[config.mk]
export PLATFORM = sky130hd
export DESIGN_NAME = alu_program_sequencer
export DESIGN_NICKNAME = d
export VERILOG_FILES = /design/src/rtl/alu_seq_pkg.sv /design/src/rtl/alu_core.sv /design/src/rtl/alu_program_sequencer.sv
export SDC_FILE = /design/constraint.sdc
export NUM_CORES = 1
export LEC_CHECK = 0
export CAP_MARGIN = 20
export CORE_MARGIN = 10
export CORE_UTILIZATION = 60
export DETAILED_ROUTE_END_ITERATION = 8
export PLACE_DENSITY = 0.89
export SETUP_SLACK_MARGIN = 0.4
export SYNTH_ARGS = -nofsm -noshare
export SYNTH_HDL_FRONTEND = slang
export SYNTH_SLANG_ARGS = --single-unit
[constraint.sdc]
create_clock -name clock -period 5.6 [get_ports clock]
set_input_delay 1.12 -clock clock [delete_from_list [all_inputs] [get_ports clock]]
set_output_delay 1.12 -clock clock [all_outputs]
set_load 0.05 [all_outputs]
[src/rtl/alu_seq_pkg.sv]
// Shared types and constants for the ALU program sequencer.
package alu_seq_pkg;

   localparam int OPC_W = 3;

   typedef enum logic [OPC_W-1:0] {
      OP_ADD = 3'b000,
      OP_SUB = 3'b001,
      OP_SHL = 3'b010,
      OP_SHR = 3'b011,
      OP_AND = 3'b100,
      OP_OR  = 3'b101,
      OP_XOR = 3'b110,
      OP_NOT = 3'b111
   } op_t;

   typedef enum logic [1:0] {
      ST_IDLE  = 2'b00,
      ST_FETCH = 2'b01,
      ST_EXEC  = 2'b10,
      ST_HALT  = 2'b11
   } state_t;

   // Instruction word width: opcode followed by operands A and B.
   function automatic int instr_w(input int width);
      return OPC_W + 2 * width;
   endfunction

endpackage

[src/rtl/alu_core.sv]
// Purely combinational WIDTH-bit ALU: eight operations, result plus carry.
module alu_core
   import alu_seq_pkg::*;
#(
   parameter int WIDTH = 8
) (
   input  op_t              op,
   input  logic [WIDTH-1:0] a,
   input  logic [WIDTH-1:0] b,
   output logic [WIDTH-1:0] result,
   output logic             carry
);

   logic [WIDTH:0] w_sum;
   logic [WIDTH:0] w_diff;
   logic           w_shift_big;

   // Extra top bit captures carry-out; for subtraction it is the no-borrow flag.
   assign w_sum       = {1'b0, a} + {1'b0, b};
   assign w_diff      = {1'b0, a} + {1'b0, ~b} + {{WIDTH{1'b0}}, 1'b1};
   assign w_shift_big = ({1'b0, b} >= (WIDTH+1)'(WIDTH));

   // Operation select; shifts by WIDTH or more saturate to zero.
   always_comb begin
      result = {WIDTH{1'b0}};
      carry  = 1'b0;
      case (op)
         OP_ADD: begin
            result = w_sum[WIDTH-1:0];
            carry  = w_sum[WIDTH];
         end
         OP_SUB: begin
            result = w_diff[WIDTH-1:0];
            carry  = w_diff[WIDTH];
         end
         OP_SHL: result = w_shift_big ? {WIDTH{1'b0}} : (a << b);
         OP_SHR: result = w_shift_big ? {WIDTH{1'b0}} : (a >> b);
         OP_AND: result = a & b;
         OP_OR:  result = a | b;
         OP_XOR: result = a ^ b;
         OP_NOT: result = ~a;
         default: begin
            result = {WIDTH{1'b0}};
            carry  = 1'b0;
         end
      endcase
   end

endmodule

[src/rtl/alu_program_sequencer.sv]
// Fetch/execute sequencer: reads instructions from an external ROM and
// registers ALU results and flags, with start/stall/done control.
module alu_program_sequencer
   import alu_seq_pkg::*;
#(
   parameter int WIDTH    = 8,
   parameter int ADDR_W   = 6,
   parameter int PROG_LEN = 64,
   parameter int WRAP     = 1
) (
   input  logic                     clock,
   input  logic                     reset,
   input  logic                     start,
   input  logic                     stall,
   output logic [ADDR_W-1:0]        rom_addr,
   input  logic [OPC_W+2*WIDTH-1:0] rom_data,
   output logic [WIDTH-1:0]         result,
   output logic                     result_valid,
   output logic                     flag_zero,
   output logic                     flag_carry,
   output logic                     busy,
   output logic                     done
);

   localparam int                IW      = instr_w(WIDTH);
   localparam logic [ADDR_W-1:0] PC_LAST = ADDR_W'(PROG_LEN - 1);

   state_t            r_state;
   logic [ADDR_W-1:0] r_pc;
   logic [IW-1:0]     r_ir;
   logic [WIDTH-1:0]  r_result;
   logic              r_result_valid;
   logic              r_flag_zero;
   logic              r_flag_carry;
   logic              r_busy;
   logic              r_done_pulse;
   logic              r_done_hold;

   op_t               w_op;
   logic [WIDTH-1:0]  w_a;
   logic [WIDTH-1:0]  w_b;
   logic [WIDTH-1:0]  w_alu_result;
   logic              w_alu_carry;

   assign w_op = op_t'(r_ir[IW-1 -: OPC_W]);
   assign w_a  = r_ir[2*WIDTH-1 -: WIDTH];
   assign w_b  = r_ir[WIDTH-1:0];

   alu_core #(
      .WIDTH (WIDTH)
   ) u_alu (
      .op     (w_op),
      .a      (w_a),
      .b      (w_b),
      .result (w_alu_result),
      .carry  (w_alu_carry)
   );

   // Pulses stay pending while stalled and appear on the first unstalled cycle.
   assign rom_addr     = r_pc;
   assign result       = r_result;
   assign result_valid = r_result_valid & ~stall;
   assign flag_zero    = r_flag_zero;
   assign flag_carry   = r_flag_carry;
   assign busy         = r_busy;
   assign done         = r_done_hold | (r_done_pulse & ~stall);

   // Sequencer FSM with all datapath registers; stall freezes everything.
   always_ff @(posedge clock or posedge reset) begin
      if (reset) begin
         r_state        <= ST_IDLE;
         r_pc           <= {ADDR_W{1'b0}};
         r_ir           <= {IW{1'b0}};
         r_result       <= {WIDTH{1'b0}};
         r_result_valid <= 1'b0;
         r_flag_zero    <= 1'b0;
         r_flag_carry   <= 1'b0;
         r_busy         <= 1'b0;
         r_done_pulse   <= 1'b0;
         r_done_hold    <= 1'b0;
      end else if (stall) begin
         r_state <= r_state;
      end else begin
         r_result_valid <= 1'b0;
         r_done_pulse   <= 1'b0;
         case (r_state)
            ST_IDLE: begin
               if (start) begin
                  r_pc    <= {ADDR_W{1'b0}};
                  r_busy  <= 1'b1;
                  r_state <= ST_FETCH;
               end
            end
            ST_FETCH: begin
               r_ir    <= rom_data;
               r_state <= ST_EXEC;
            end
            ST_EXEC: begin
               r_result       <= w_alu_result;
               r_flag_carry   <= w_alu_carry;
               r_flag_zero    <= (w_alu_result == {WIDTH{1'b0}});
               r_result_valid <= 1'b1;
               if (r_pc != PC_LAST) begin
                  r_pc    <= r_pc + ADDR_W'(1);
                  r_state <= ST_FETCH;
               end else if (WRAP != 0) begin
                  r_pc         <= {ADDR_W{1'b0}};
                  r_done_pulse <= 1'b1;
                  r_state      <= ST_FETCH;
               end else begin
                  r_done_hold <= 1'b1;
                  r_busy      <= 1'b0;
                  r_state     <= ST_HALT;
               end
            end
            ST_HALT: begin
               if (start) begin
                  r_done_hold <= 1'b0;
                  r_pc        <= {ADDR_W{1'b0}};
                  r_busy      <= 1'b1;
                  r_state     <= ST_FETCH;
               end
            end
            default: begin
               r_busy  <= 1'b0;
               r_state <= ST_IDLE;
            end
         endcase
      end
   end

endmodule

After elaboration in Yosys (flattened, before gate mapping)
Cells that the tools add are included.
{"block": "classes", "n_lt_le_gt_ge": 1, "eq_ne": 12, "mux": 12, "addsub": 4, "reduce_logical": 10, "shifts": 2, "bitwise_logic": 8}
{"op": "$pmux W8 S8", "count": 1}
{"op": "$add A8 B8 Y9", "count": 2}
{"op": "$mux W8", "count": 2}
{"op": "$not A8 Y8", "count": 2}
{"op": "$eq A3 B3 Y1 const B", "count": 4}
{"op": "$mux W6", "count": 2}
{"op": "$pmux W6 S2", "count": 1}
{"op": "$add A9 B1 Y9 const B", "count": 1}
{"op": "$and A8 B8 Y8", "count": 1}
{"op": "$ge A8 B4 Y1 const B", "count": 1}
{"op": "$logic_not A8 Y1", "count": 1}
{"op": "$or A8 B8 Y8", "count": 1}
{"op": "$shl A8 B8 Y8", "count": 1}
{"op": "$shr A8 B8 Y8", "count": 1}
{"op": "$xor A8 B8 Y8", "count": 1}
{"op": "$add A6 B1 Y6 const B", "count": 1}
{"op": "$eq A3 B2 Y1 const B", "count": 2}
{"op": "$ne A6 B6 Y1 const B", "count": 1}
{"op": "$pmux W2 S3", "count": 1}
{"op": "$reduce_and A2 Y1", "count": 3}
{"op": "$reduce_and A3 Y1", "count": 2}
{"op": "$eq A2 B2 Y1 const B", "count": 2}
{"op": "$eq A3 B1 Y1 const B", "count": 1}
{"op": "$logic_not A3 Y1", "count": 1}
{"op": "10 further kinds", "count": 13}
{"block": "totals", "ff_bits": 40, "in_bits": 23}

Logic depth before layout (Yosys ltp)
Gate-level depths: netlist of run 1.
{"block": "logic_depth", "depth_word": 5, "ltp_mapped": 11, "ltp_nobuf": 11}

Hierarchy
From an unflattened synthesis of run 1, not the netlist that was laid out.
{"block": "unflattened", "cells_unflattened": 375, "area_unflattened_um2": 3504.6}
{"mod": "alu_core", "seq_area_each_um2": 0.0, "area_per_inst_um2": 1794.2, "n_inst": 1, "cells_each": 249}
{"mod": "alu_program_sequencer", "seq_area_each_um2": 1001.0, "area_per_inst_um2": 1710.4, "n_inst": 1, "cells_each": 126}

Worst setup path before layout of run 1
Ideal clock, no wire load.
{"block": "synth_timing", "path_kind": "input to output", "from": "input stall", "to": "output done", "n_path_buf": 1, "arrival_ps": 2010, "stages": 2, "required_time_ps": 4480, "setup_slack_ps": 2470, "path_cell_list": "clkbuf_1 -> nor2b_1"}
{"block": "synth_via", "elab_chain_len": 2}
{"element": "start, declared", "line_no": "alu_program_sequencer.sv:14", "text": "input logic stall,"}
{"element": "$not A1 Y1 (no source line)"}
{"element": "$and A1 B1 Y1", "line_no": "alu_program_sequencer.sv:66", "text": "assign done = r_done_hold | (r_done_pulse & ~stall);"}
{"element": "end, declared", "line_no": "alu_program_sequencer.sv:22", "text": "output logic done"}
Every way passes these cells.

Worst setup path after layout of run 1
{"block": "layout_timing", "from": "input stall", "to": "output result_valid"}
{"block": "layout_via", "elab_chain_len": 2}
{"element": "$not A1 Y1 (no source line)"}
{"element": "$and A1 B1 Y1", "line_no": "alu_program_sequencer.sv:62", "text": "assign result_valid = r_result_valid & ~stall;"}
{"element": "end, declared", "line_no": "alu_program_sequencer.sv:18", "text": "output logic result_valid,"}
Every way passes these cells.

==> out/results.ini, run 1 <==
[synth]
yosysSeqAreaShare_pct=28.80
yosys_warnings=0
synth_area_mm2=0.003476
syn-instance-count=406
synth_fp_nets=459
ys_ff_latch=40
synth_cell_types=58
ys.flop_type=dfrtp_1
syn_avg_cell_area_um2=8.561
synth-edff-count=0
synthArstFlopShare_pct=100.0

[worst_hold_path]
hp-start=result[0]
min_path_type=flip-flop to flip-flop

[sta]
finalCritPeriodShare_pct=68.96
clock_skew_ns=0.007522
fin_hold_ws_ns=0.4858
slew_headroom_pct=50.27
timing.final.ws_setup_ns=1.738
rsz0062_at_grt=no
hold_violations=0
finalSetupTns_ns=0
max_freq_mhz=258.9
setup_viol_count_final=0
slew_viol_final=0
fin_crit_ns=3.862
worst_pin_slew_ns=0.7459

[grt]
grt_usage_pct=21.37
antenna_found_initial=0
grt-ovfl-total=0
first_global_vias=3088
grt_pass1_wl_um=15740
grt_max_degree=41

[floorplan]
die_h_um=96.11
placementRows=27
initial_utilization_pct=62.36
io_pins=42
fp.dieArea_mm2=0.009237
coreArea_mm2=0.005574
die_w_um=96.11

[cells_and_area]
mostFrequentLayoutCells=nand2_1 (48), clkdlybuf4s50_1 (41), o21ai_0 (40), dfrtp_1 (40), inv_1 (34)
final_nets=489
fin_cells=509
drive_gt1_share_pct=7.780
syn_to_final_growth_pct=15.73
diodes=0
final_common_cell=nand2_1

[worst_setup_path]
path_class=primary input to primary output
cp_slowest_stage_delay_ns=0.82
worstSetupEndpointType=primary output
timing.critical_path.cells=clkdlybuf4s50_1 -> nor2b_1 -> clkdlybuf4s50_1
crit_slowest_cell=clkdlybuf4s50_1
crit_top_cell=clkdlybuf4s50_1
crit_required_ns=4.48
r2r-start=r_ir[1]
cp-start-kind=primary input
crit_path_max_fanout=11
arrival_ns=2.74
crit_path_start=stall
critPathBufInv=2
cp_top_family=buffers and inverters

[pwr]
vdd_drop_max_v=0.0005051
power_uw=2767
p_per_area_mw_per_mm2=687.9
p_leak_uw=0.001745

[flow_run]
cap_violations=0

[clock_network]
cts_tree=built
hold_buffers=0
numCtsBuffers=5
htreeDepth=2
clock_sinks=40
clk_pin_slew_ns=0.09
postCtsSetupRepairBufs=0
cts_root_buf=clkbuf_8
cts_buffer_depth=2
worstSkewPairLatency_ns=0.30
cts_resized=0

[run_status]
status=complete, no violations

[place]
io_buffers=41
dp_hpwl_um=7273
place_inst=500
routabilityCongestion=0.9741
place_ws_ns=1.767

[detailed_routing]
route.vias.total=3288
routed_wl_um=9847
wl_per_cell_um=19.35
first_pass_iters=5
vias_per_cell=6.460
antenna_left=0
route.detailed.drc=0
drt_iter0_markers=369

-- cell families after synthesis --
group	share of synthesized area [%]
and+or+nand+nor	17.64
adders and majority gates	11.23
muxes	10.80
buffers and inverters	6.911
DFF	28.80
xor gates and xnor gates	1.260
AOI/OAI and AO/OA	23.36
-- metal layers --
metal	up-vias	track usage, %	wire, µm
li1	1525	-	-
met1	1581	29.17	4182
met2	162	33.69	4771
met3	20	3.346	680
met4	0	7.125	212
met5	-	0	0
-- layout make-up --
type,count,area [µm²]
multi-input cells,309,2237
inverters,35,131.4
well taps,72,90.09
fillers,429,1551
clock inverters,3,46.29
clock buffers,5,68.82
repair buffers,45,447.9
flip-flops and latches,40,1001
-- through the flow --
stage	instance area (µm²)	utilization, %
after detailed placement	3892	69.83
final	4023	72.17
after global placement	3892	69.83
after CTS	4008	71.90
after global routing	4023	72.17
after floorplan	3476	-
-- power breakdown --
group	internal, µW	leakage (µW)	switching [µW]	total [µW]
clock network	134	0.0000548	114	249
logic	761	0.00119	1130	1890
registers	403	0.000503	221	625
total	1300	0.00174	1470	2770
-- cells in the mapped netlist (7+ instances only) --
master / instances / area (µm²)
clkbuf_1: 12 / 45.04
nor2_1: 28 / 105.1
nand3_1: 11 / 55.05
a211oi_1: 10 / 75.07
mux4_2: 7 / 157.7
o21ai_0: 40 / 200.2
inv_1: 34 / 127.6
a21oi_1: 12 / 60.06
ha_1: 28 / 350.3
dfrtp_1: 40 / 1001
mux2i_1: 12 / 120.1
nor2b_1: 7 / 43.79
nand2_1: 48 / 180.2
-- path summary, 6_finish.rpt --
kind	to	slack (ns)	cells after the start
max reg2reg	flag_zero	2.20	9
min reg2reg	result[0]	0.49	2
max in group asynchronous	r_ir[18]	4.00	3
max	result_valid	1.74	3
min in group asynchronous	result[1]	1.23	3
min	result[0]	0.49	2
-- sequential cells by signal (all words and copies together), names as in the netlist --
signal and cells:
rom_addr 6, r_done_pulse 1, flag_zero 1, r_result_valid 1, r_state 2, flag_carry 1, r_ir 19, busy 1
result 8
-- worst reg2reg max path, stage by stage, from the launching register on --
cell      delay (ns)
dfrtp_1         0.83
inv_1           0.36
ha_1            0.44
a211oi_1        0.35
nor2_1          0.13
o31a_1          0.25
or3_1           0.35
a22oi_1         0.22
nand4_1         0.15
o31ai_2         0.25
Note: power is estimated with default switching activity, not from simulation.
==> run 2, diff against run 1 <==
--- a/config.mk
+++ b/config.mk
@@ -7,9 +7,9 @@
 export LEC_CHECK = 0
 export CAP_MARGIN = 20
 export CORE_MARGIN = 10
-export CORE_UTILIZATION = 60
+export CORE_UTILIZATION = 57
 export DETAILED_ROUTE_END_ITERATION = 8
-export PLACE_DENSITY = 0.89
+export PLACE_DENSITY = 0.85
 export SETUP_SLACK_MARGIN = 0.4
 export SYNTH_ARGS = -nofsm -noshare
 export SYNTH_HDL_FRONTEND = slang
==> constraint.sdc (replaced) <==
create_clock -name clock -period 4 [get_ports clock]
set_input_delay 0.8 -clock clock [delete_from_list [all_inputs] [get_ports clock]]
set_output_delay 0.8 -clock clock [all_outputs]
set_load 0.05 [all_outputs]
==> out/results.ini, run 2 (synthesis results as in run 1) <==
[run_status]
status=complete, no violations

[floorplan]
initial_utilization_pct=58.71  ; -3.7 points
die_w_um=98.09  ; +2.1%
io_pins=42  ; unchanged
die_h_um=98.09  ; +2.1%
fp.dieArea_mm2=0.009622  ; +4.2%
coreArea_mm2=0.005921  ; +6.2%
placementRows=28  ; +3.7%

[worst_setup_path]
timing.critical_path.cells=clkdlybuf4s50_1 -> nor2b_1 -> clkdlybuf4s50_1
cp-start-kind=primary input
arrival_ns=2.38  ; -0.36 ns
critPathBufInv=2  ; unchanged
crit_required_ns=3.20  ; -1.28 ns
crit_top_cell=clkdlybuf4s50_1
cp_top_family=buffers and inverters
cp.depth=3  ; unchanged
worstSetupEndpointType=primary output
crit_slowest_cell=clkdlybuf4s50_1
path_class=primary input to primary output
rr_worst_depth=9  ; unchanged
r2r_setup_slack_ns=0.95  ; -1.25 ns
crit_path_max_fanout=11  ; unchanged
cp_slowest_stage_delay_ns=0.81  ; about the same

[grt]
grt_pass1_wl_um=16540  ; +5.1%
grt-ovfl-total=0  ; unchanged
grt_usage_pct=20.70  ; -0.67 points
antenna_found_initial=0  ; unchanged
first_global_vias=3148  ; +1.9%
grt_max_degree=41  ; unchanged

[sta]
clock_skew_ns=0.004256  ; -0.003266 ns
worst_pin_slew_ns=0.6444  ; -0.1015 ns
hold_violations=0  ; unchanged
slew_headroom_pct=57.04  ; +6.8 points
slew_viol_final=0  ; unchanged
max_freq_mhz=314.1
fin_crit_ns=3.183
finalSetupTns_ns=0  ; unchanged
setup_viol_count_final=0  ; unchanged
finalCritPeriodShare_pct=79.58
rsz0062_at_grt=no

[cells_and_area]
design_area_mm2=0.004048  ; +0.62%
max_flop_register=r_ir
fillCellCount=482  ; +12%
fin_util_pct=68.36  ; -3.8 points
final_nets=492  ; +0.61%
drive_gt1_share_pct=8.409  ; +0.63 points
mostFrequentLayoutCells=nand2_1 (48), clkdlybuf4s50_1 (41), o21ai_0 (40), dfrtp_1 (40), inv_1 (34)
largest_reg_flops=19  ; unchanged
final_common_cell=nand2_1
diodes=0  ; unchanged
syn_to_final_growth_pct=16.45

[pwr]
vdd_drop_max_v=0.0005496  ; +8.8%
p_per_area_mw_per_mm2=963.6  ; +40%
p_leak_uw=0.001764  ; +1.1%

[flow_run]
cap_violations=0  ; unchanged

[clock_network]
cts_tree=built
cts_buffer_depth=2  ; unchanged
cts_root_buf=clkbuf_8
clk_pin_slew_ns=0.08  ; about the same
clock_sinks=40  ; unchanged
htreeDepth=2  ; unchanged
numCtsBuffers=5  ; unchanged
postCtsSetupRepairBufs=0  ; unchanged
hold_buffers=0  ; unchanged
worstSkewPairLatency_ns=0.30  ; about the same
cts_resized=0  ; unchanged

[place]
post_dp_cell_area_mm2=0.003926  ; +0.87%
dp_hpwl_um=7596  ; +4.4%
routabilityCongestion=0.9889  ; +1.5%
io_buffers=41  ; unchanged

[detailed_routing]
antenna_left=0  ; unchanged
routed_wl_um=10060  ; +2.2%
route.vias.total=3222  ; -2.0%
drt_iter0_markers=228  ; -38%
route.detailed.drc=0  ; unchanged
vias_per_cell=6.256  ; -3.1%
first_pass_iters=5  ; unchanged
wl_per_cell_um=19.54  ; +1.0%

[worst_hold_path]
hold_depth=2  ; unchanged
min_path_type=flip-flop to flip-flop

==> run 2: cell count changes in the layout (fill, tap and decap cells not counted), sizes merged <==
cell | before | now
buf | 4 | 7
clkbuf | 5 | 6
clkinv | 0 | 1
clkinvlp | 1 | 0
inv | 36 | 35
==> run 2: area by class of cell <==
cell class,instances,area [µm²],share of cell area [%]
Multi-Input combinational cell,309,2237,55.27
Sequential cell,40,1001,24.73
Clock buffer,6,82.58,2.040
Tap cell,75,93.84,2.318
Timing Repair Buffer,48,462.9,11.44
Clock inverter,2,38.79,0.9583
Inverter,35,131.4,3.246
==> run 2: worst paths after layout <==
path                           start      endpoint
setup / recovery               stall  result_valid
hold / removal             result[1]     result[1]
setup reg to reg             r_ir[2]     flag_zero
hold reg to reg            result[1]     result[1]
max in group asynchronous      reset      r_ir[11]
min in group asynchronous      reset     result[2]
==> run 2: per-stage QoR <==
stage	hold WS [ns]	cells	setup WS (ns)	total power, µW
finish	0.4840	515	0.8166	3900
global route	0.5151	515	0.7341	4189
CTS	0.4850	515	0.8077	3854
detailed placement	0.4599	507	0.8080	3473
global placement	0.4563	507	0.8014	3438
floorplan	0.4392	406	1.359	2780
==> run 2: power breakdown <==
| part | leakage, µW | internal (µW) | switching, µW |
|---|---|---|---|
| Sequential | 0.000503 | 565 | 287 |
| Clock | 0.0000614 | 204 | 156 |
| Combinational | 0.00120 | 1080 | 1610 |
| Total | 0.00176 | 1850 | 2050 |
==> run 2: layer usage <==
layer	part of all wire, %	track usage (%)	routed length (µm)
met2	48	34.47	4820
met4	2.4	7.271	237
met5	0	0	0
met3	6.8	3.594	680
met1	43	26.20	4324
==> run 2: tightest hold or removal path: stages, from the launching register on <==
cell,delay (ns)
dfrtp_1,0.35
nand2_1,0.05
nand2_1,0.05
